==> config.mk <==
export PLATFORM = sky130hd
export DESIGN_NAME = mac_qsfp_pktgen
export DESIGN_NICKNAME = d
export VERILOG_FILES = /design/src/rtl/mac_qsfp_pktgen.sv
export SDC_FILE = /design/constraint.sdc
export NUM_CORES = 1
export LEC_CHECK = 0
export ABC_AREA = 1
export CAP_MARGIN = 10
export CORE_AREA = 2 2 147 149
export CTS_CLUSTER_SIZE = 28
export DETAILED_ROUTE_END_ITERATION = 10
export DIE_AREA = 0 0 149 151
export PLACE_DENSITY = 0.86
export SLEW_MARGIN = 40
export SYNTH_ARGS = -nofsm -noshare
export SYNTH_HDL_FRONTEND = slang
export SYNTH_SLANG_ARGS = --single-unit
==> constraint.sdc <==
create_clock -name gen_clk -period 8.1 [get_ports gen_clk]
set_input_delay 0.81 -clock gen_clk [delete_from_list [all_inputs] [get_ports gen_clk]]
set_output_delay 0.81 -clock gen_clk [all_outputs]
set_load 0.02 [all_outputs]
==> src/rtl/mac_qsfp_pktgen.sv <==
// Fixed-length Ethernet test-frame source on the MAC TX AXI4-Stream; first beat appears 3 edges after enable rises.
// tvalid/tdata come from registered state only; a stalled beat holds until tready, so no ready->valid path exists.
module mac_qsfp_pktgen #(
  parameter int          FRAME_BYTES = 60,
  parameter int          NUM_FRAMES  = 16,
  parameter int          IFG_CYCLES  = 4,
  parameter logic [47:0] DST_MAC     = 48'hFFFF_FFFF_FFFF,
  parameter logic [47:0] SRC_MAC     = 48'h0A35_0001_0203,
  parameter logic [15:0] ETHERTYPE   = 16'h88B5
) (
  input  logic        gen_clk,
  input  logic        gen_resetn,
  input  logic        pktgen_enable,
  output logic [63:0] tx_axis_tdata,
  output logic [7:0]  tx_axis_tkeep,
  output logic        tx_axis_tvalid,
  input  logic        tx_axis_tready,
  output logic        tx_axis_tlast,
  output logic        tx_axis_tuser,
  output logic        busy,
  output logic        done,
  output logic [31:0] frames_sent,
  output logic [47:0] bytes_sent
);

  localparam int BEATS = (FRAME_BYTES + 7) / 8;
  localparam logic [7:0] LAST_KEEP = ((FRAME_BYTES % 8) == 0) ? 8'hFF
                                   : 8'((1 << (FRAME_BYTES % 8)) - 1);

  typedef enum logic [1:0] {IDLE, SEND, GAP} state_t;

  state_t      state_q, state_d;
  logic        sync1_q, en_s_q;
  logic [15:0] beat_q, beat_d;
  logic [31:0] seq_q, seq_d;
  logic [31:0] ep_q, ep_d;
  logic [31:0] gap_q, gap_d;
  logic [31:0] frames_q, frames_d;
  logic [47:0] bytes_q, bytes_d;
  logic        done_q, done_d;

  logic        valid;
  logic        hs;
  logic        last_beat;
  logic [7:0]  keep;
  logic [63:0] data;
  logic [3:0]  keep_cnt;

  function automatic logic [7:0] byte_at(input int n, input logic [31:0] seq);
    if (n < 6)                 return DST_MAC[8*(5-n) +: 8];
    else if (n < 12)           return SRC_MAC[8*(11-n) +: 8];
    else if (n < 14)           return ETHERTYPE[8*(13-n) +: 8];
    else if (n < 18)           return seq[8*(17-n) +: 8];
    else if (n < FRAME_BYTES)  return 8'(n - 18);
    else                       return 8'h00;
  endfunction

  // Beat content is derived from the beat index and seq, both of which only move on a handshake.
  always_comb begin
    last_beat = (beat_q == 16'(BEATS - 1));
    keep      = last_beat ? LAST_KEEP : 8'hFF;
    data      = '0;
    keep_cnt  = '0;
    for (int i = 0; i < 8; i++) begin
      data[8*i +: 8] = keep[i] ? byte_at(int'(beat_q) * 8 + i, seq_q) : 8'h00;
      keep_cnt       = keep_cnt + 4'(keep[i]);
    end
  end

  assign valid          = (state_q == SEND);
  assign hs             = valid & tx_axis_tready;
  assign tx_axis_tvalid = valid;
  assign tx_axis_tdata  = valid ? data : 64'h0;
  assign tx_axis_tkeep  = valid ? keep : 8'h00;
  assign tx_axis_tlast  = valid & last_beat;
  assign tx_axis_tuser  = 1'b0;
  assign busy           = (state_q != IDLE);
  assign done           = done_q;
  assign frames_sent    = frames_q;
  assign bytes_sent     = bytes_q;

  always_comb begin
    state_d  = state_q;
    beat_d   = beat_q;
    seq_d    = seq_q;
    ep_d     = ep_q;
    gap_d    = gap_q;
    frames_d = frames_q;
    bytes_d  = bytes_q;
    done_d   = done_q;
    case (state_q)
      IDLE: begin
        if (!en_s_q) begin
          done_d = 1'b0;
          seq_d  = '0;
          ep_d   = '0;
        end else if (!done_q) begin
          state_d = SEND;
          beat_d  = '0;
        end
      end
      SEND: begin
        if (hs) begin
          bytes_d = bytes_q + 48'(keep_cnt);
          if (last_beat) begin
            frames_d = frames_q + 32'd1;
            seq_d    = seq_q + 32'd1;
            ep_d     = ep_q + 32'd1;
            beat_d   = '0;
            if ((NUM_FRAMES != 0) && ((ep_q + 32'd1) == 32'(NUM_FRAMES))) begin
              done_d  = 1'b1;
              state_d = IDLE;
            end else if (IFG_CYCLES == 0) begin
              state_d = en_s_q ? SEND : IDLE;
            end else begin
              state_d = GAP;
              gap_d   = 32'(IFG_CYCLES - 1);
            end
          end else begin
            beat_d = beat_q + 16'd1;
          end
        end
      end
      GAP: begin
        if (gap_q == 32'd0) begin
          state_d = en_s_q ? SEND : IDLE;
          beat_d  = '0;
        end else begin
          gap_d = gap_q - 32'd1;
        end
      end
      default: state_d = IDLE;
    endcase
  end

  always_ff @(posedge gen_clk or negedge gen_resetn) begin
    if (!gen_resetn) begin
      state_q  <= IDLE;
      sync1_q  <= 1'b0;
      en_s_q   <= 1'b0;
      beat_q   <= '0;
      seq_q    <= '0;
      ep_q     <= '0;
      gap_q    <= '0;
      frames_q <= '0;
      bytes_q  <= '0;
      done_q   <= 1'b0;
    end else begin
      state_q  <= state_d;
      sync1_q  <= pktgen_enable;
      en_s_q   <= sync1_q;
      beat_q   <= beat_d;
      seq_q    <= seq_d;
      ep_q     <= ep_d;
      gap_q    <= gap_d;
      frames_q <= frames_d;
      bytes_q  <= bytes_d;
      done_q   <= done_d;
    end
  end

endmodule

# [After elaboration in Yosys (flattened, before gate mapping)]
# Cells that the tools add are included.
[classes] addsub=60 magnitude_cmp=40 eq_ne=13 shifts=32 muxes=82 bitwise=2 n_reduce_logical=13
[ops] op="48-bit by 24-bit indexed part select with 8-bit output, first input constant" n=14
[ops] op="8-bit two-way mux" n=50
[ops] op="4-bit by 20-bit subtractor with 21-bit output, first input constant" n=14
[ops] op="32-bit two-way mux" n=9
[ops] op="20-bit by 4-bit < comparator with 1-bit output, second input constant" n=14
[ops] op="32-bit by 24-bit indexed part select with 8-bit output" n=7
[ops] op="32-bit one-hot mux with 2 select lines" n=3
[ops] op="16-bit by 24-bit indexed part select with 8-bit output, first input constant" n=7
[ops] op="3-bit by 20-bit subtractor with 21-bit output, first input constant" n=7
[ops] op="5-bit by 20-bit subtractor with 21-bit output, first input constant" n=7
[ops] op="20-bit by 3-bit < comparator with 1-bit output, second input constant" n=7
[ops] op="20-bit by 5-bit < comparator with 1-bit output, second input constant" n=7
[ops] op="20-bit by 6-bit < comparator with 1-bit output, second input constant" n=7
[ops] op="32-bit by 1-bit adder with 32-bit output, second input constant" n=3
[ops] op="48-bit by 23-bit indexed part select with 8-bit output, first input constant" n=2
[ops] op="19-bit by 3-bit adder with 20-bit output, second input constant" n=4
[ops] op="16-bit two-way mux" n=5
[ops] op="64-bit two-way mux" n=1
[ops] op="8-bit by 5-bit subtractor with 8-bit output, second input constant" n=8
[ops] op="48-bit by 4-bit adder with 48-bit output" n=1
[ops] op="16-bit one-hot mux with 3 select lines" n=1
[ops] op="19-bit by 2-bit adder with 20-bit output, second input constant" n=2
[ops] op="4-bit by 19-bit subtractor with 20-bit output, first input constant" n=2
[ops] op="19-bit by 4-bit < comparator with 1-bit output, second input constant" n=2
[ops] op="other kinds (33)" n=58
[word_totals] ff_bits=197 input_bits=4 word_cells=252

# [Longest topological paths before layout]
[logic_depth] depth_word=10 mapped_depth=20 ltp_nobuf=20

# [Worst setup path after synthesis]
# Ideal clock, no wire load.
[synth_timing] kind="register -> output" from="register beat_q[1]" to="output port tx_axis_tdata[25]" t_arrival_ns=2.920 required_ns=7.290 setup_slack_ns=4.370 path_stages_with_launch=11 path_cell_list="dfrtp_1 inv_1 ha_1 clkinv_1 nor4_1 nand3_1 nor3_1 inv_1 clkbuf_1 o21ai_0 buf_4"
[synth_via] elab_chain_cells=9
[synth_lines] item="start, declared" line="34" source="logic [15:0] beat_q, beat_d;"
[synth_lines] item="start signal, assigned" line="152" source="beat_q <= beat_d;"
[synth_lines] item="19-bit by 2-bit adder with 20-bit output (*)" line="65" source="data[8*i +: 8] = keep[i] ? byte_at(int'(beat_q) * 8 + i, seq_q) : 8'h00;"
[synth_lines] item="5-bit by 20-bit subtractor with 21-bit output / 20-bit by 6-bit < comparator with 1-bit output (equally long branches)" line="53, 54"
[synth_lines] item="32-bit by 24-bit indexed part select with 8-bit output / 8-bit two-way mux (equally long branches)" line="53, 54"
[synth_lines] item="8-bit two-way mux" line="53" source="else if (n < 18) return seq[8*(17-n) +: 8];"
[synth_lines] item="8-bit two-way mux" line="52" source="else if (n < 14) return ETHERTYPE[8*(13-n) +: 8];"
[synth_lines] item="8-bit two-way mux" line="51" source="else if (n < 12) return SRC_MAC[8*(11-n) +: 8];"
[synth_lines] item="8-bit two-way mux (*)" line="50" source="if (n < 6) return DST_MAC[8*(5-n) +: 8];"
[synth_lines] item="8-bit two-way mux (*)" line="65"
[synth_lines] item="64-bit two-way mux (*)" line="73" source="assign tx_axis_tdata = valid ? data : 64'h0;"
[synth_lines] item="end, declared" line="14" source="output logic [63:0] tx_axis_tdata,"
# Mark *: on every way between the ends. The rest lies on a longest branch, timed or not.

# [Worst setup path after layout]
[layout_timing] from="register state_q[0]" to="output port tx_axis_tdata[51]"
[layout_via] elab_chain_cells=2
[layout_lines] item="start, declared" line="32" source="state_t state_q, state_d;"
[layout_lines] item="start signal, assigned" line="149" source="state_q <= state_d;"
[layout_lines] item="2-bit by 1-bit equality test with 1-bit output" line="70" source="assign valid = (state_q == SEND);"
[layout_lines] item="64-bit two-way mux" line="73"
# Every way passes these cells.

==> metrics <==
status finished, final reports clean; Max Slew Vio Count 0; PostCTS Resize Cnt 0; largest family of logic cells by synthesized area simple AND/OR/NAND/NOR gates; Power Dens Cells 302 nW/um2; number of cell rows 53; IO Count 161; Synth Area in Compound Gates 8.09%; Hold Crit Class primary input to async pin; CP most frequent cell o21ai_0; Die Width 149 um; final hold vios 0; syn_area_per_cell 7.10 um2; clock skew 0.0117 ns; vias in the first global route 11500; area grow syn2layout 17.9%; 1st-pass router iterations 5; Synth Area in Simple Gates 34.0%; Post-synth top flop dfrtp_1; proportion of synthesized area in mux cells 0.0892%; CTS tree yes; DP Area 14300 um2; CP Capture Type output pin; fmax 211 MHz; Ys Warns 0; Critical Path, Cell by Cell inv_2 -> nor2_2 -> nand2_1 -> inv_1 -> o21ai_0 -> nor2_1 -> o21ai_0 -> a31oi_1 -> clkdlybuf4s50_1; Final min period 4.74 ns; Final Util 71.4%; initial antenna violation count 1; Placer Congestion 0.973; Seq/Total Area, Yosys 38.7%; critical path peak fanout 15; Adder-Cell Fraction of Synth Area 1.39%; Data arrival, critical path 3.93 ns; clock buffer depth 2; Residual DRC 0; reported max-cap violation count 0; Final Cycle Share 58.6%; total gr overflow 0; Worst-Margin Slew 0.816 ns; worst path buffer plus inverter count 3; antenna-violating nets left 0; DR WL/cell 15.5 um; Post-Syn Area 12600 um2; overall power 4.49 mW; clock-pin transition on the worst setup and hold timing paths 0.08 ns; Detailed Route WL 34000 um; Max transition margin 45.5%; Core Footprint 20800 um2; Clock Latency Late Sink 0.44 ns; LEAKAGE 6.92 nW; # setup viols final 0; Starting Density 60.6%; Netlist cell types 45; Top delay family on crit path simple AND/OR/NAND/NOR gates; nets 1920; number of register bits inferred by synthesis 195; n_diodes 0; CTS HTree Levels 4; hold-fix buffers at CTS 0; EDFF count, synth 0; Synth async-reset ratio 100%; DR vias 12300; I/O Buffers 157; fraction of layout cells with a size suffix above 1 4.80%; RSZ-0062 raised after global routing false; Die Area 22500 um2; finished layout cell area 14900 um2; Setup Buffers After CTS 0; Critical Path RT 7.29 ns; peak supply drop 0.183 mV; CTS Sinks 195; vertical die dimension 151 um; critical path's largest stage delay 0.62 ns; worst-path cell with the longest stage delay nor2_2; largest net degree at the start of global routing 70; DRT iter0 DRCs 1013; post-synthesis xor/xnor area fraction 7.77%; Setup crit start kind flip-flop; gr usage total 30.6%; first-pass GRT wire length 55800 um; critical path type flip-flop to output pin; via/cell ratio 5.61; CTS Buf Count 17; clk root buf clkbuf_16; setup_tns 0 ns; detailed placement HPWL 25300 um; post-synthesis cell count 1777
flip-flops by register name, indices dropped and copies added (netlist names):
register / cells
frames_sent: 32
state_q: 2
done: 1
seq_q: 32
ep_q: 32
sync1_q: 1
bytes_sent: 46
gap_q: 32
beat_q: 16
en_s_q: 1
worst paths after layout:
| check | start | endpoint | slack, ns | depth (start not counted) |
|---|---|---|---|---|
| min in group gen_clk | sync1_q$_DFF_PN0_ | en_s_q$_DFF_PN0_ | 0.36 | 0 |
| hold reg to reg | sync1_q$_DFF_PN0_ | en_s_q$_DFF_PN0_ | 0.36 | 0 |
| setup / recovery | state_q[0]$_DFFE_PN0P_ | tx_axis_tdata[51] | 3.36 | 9 |
| hold / removal | gen_resetn | seq_q[24]$_DFFE_PN0P_ | 0.33 | 1 |
| setup reg to reg | state_q[0]$_DFFE_PN0P_ | seq_q[12]$_DFFE_PN0P_ | 4.56 | 10 |
| max in group asynchronous | gen_resetn | frames_sent[29]$_DFFE_PN0P_ | 6.73 | 2 |
report_power, final:
group	total, mW	internal (mW)	switching [mW]
Clock	0.871	0.445	0.426
Combinational	2.42	0.932	1.48
Sequential	1.21	1.06	0.143
through the flow:
stage	setup slack (ns)	hold WS, ns	cells
detailed placement	3.93	0.345	2158
CTS	3.43	0.363	2190
global placement	4.04	0.337	2158
finish	3.36	0.327	2190
global route	3.14	0.371	2190
floorplan	4.37	0.331	1779
cell type report:
type	instances	area [um2]
Multi-Input combinational cell	1285	6500
Sequential cell	195	4880
Fill cell	1725	5950
Clock inverter	15	186
Tap cell	275	344
Clock buffer	17	425
Inverter	238	893
Timing Repair Buffer	165	1640
routing by layer:
| metal | part of all wire (%) | wire (um) | global-route usage [%] |
|---|---|---|---|
| met5 | 0.035 | 12 | 0 |
| met4 | 2.6 | 887 | 10.5 |
| met3 | 7.4 | 2530 | 5.90 |
| met2 | 48 | 16400 | 51.8 |
| met1 | 42 | 14200 | 39.5 |
placed cells by master (no fill, tap or decap), types with 2 or more instances in the layout:
master and n:
a211oi_1 2, a21oi_1 49, a31oi_1 2, and3_1 2
buf_4 6, buf_6 2, clkbuf_16 17, clkdlybuf4s50_1 156
clkinv_1 2, clkinv_4 2, clkinv_8 4, conb_1 3
dfrtp_1 195, ha_1 14, inv_1 230, inv_2 6
inv_6 5, inv_8 2, nand2_1 412, nand2_2 9
nand2_4 2, nand3_1 150, nand3_2 2, nand3b_1 4
nand4_1 51, nor2_1 221, nor2_2 16, nor2_4 11
nor3_1 70, nor3b_1 5, nor4_1 12, o211ai_1 4
o21ai_0 91, o21ai_1 5, o22ai_1 10, o31ai_1 14
xnor2_1 24, xor2_1 88
cells in the mapped netlist (2+ instances only):
library cell | instances | area, um2
nor2_4 | 11 | 124
nand3b_1 | 4 | 30.0
inv_2 | 6 | 22.5
clkbuf_1 | 25 | 93.8
xor2_1 | 88 | 771
clkinv_1 | 2 | 7.51
dfrtp_1 | 195 | 4880
o21ai_1 | 5 | 25.0
xnor2_1 | 24 | 210
and3_1 | 2 | 12.5
a31oi_1 | 2 | 12.5
o21ai_0 | 91 | 455
nor3_1 | 70 | 350
nand3_1 | 150 | 751
inv_1 | 230 | 863
buf_4 | 24 | 180
o211ai_1 | 4 | 30.0
buf_2 | 8 | 40.0
nand2_2 | 10 | 62.6
nor2_1 | 221 | 830
a21oi_1 | 50 | 250
nor4_1 | 12 | 75.1
nor2_2 | 16 | 100
o31ai_1 | 14 | 105
nand3_2 | 2 | 20.0
nand2_1 | 412 | 1550
buf_6 | 4 | 45.0
ha_1 | 14 | 175
o22ai_1 | 10 | 62.6
a211oi_1 | 2 | 15.0
nand4_1 | 51 | 319
nor3b_1 | 5 | 37.5
cells by family (layout without fill, tap and decap cells):
family | count (synthesis) | count (layout)
adders and majority gates | 14 | 14
AOI/OAI and AO/OA | 185 | 185
and+or+nand+nor | 970 | 970
DFF | 195 | 195
xor gates and xnor gates | 112 | 112
other | 1 | 3
buffers and inverters | 299 | 435
muxes | 1 | 1
(Power assumes the default switching activity.)
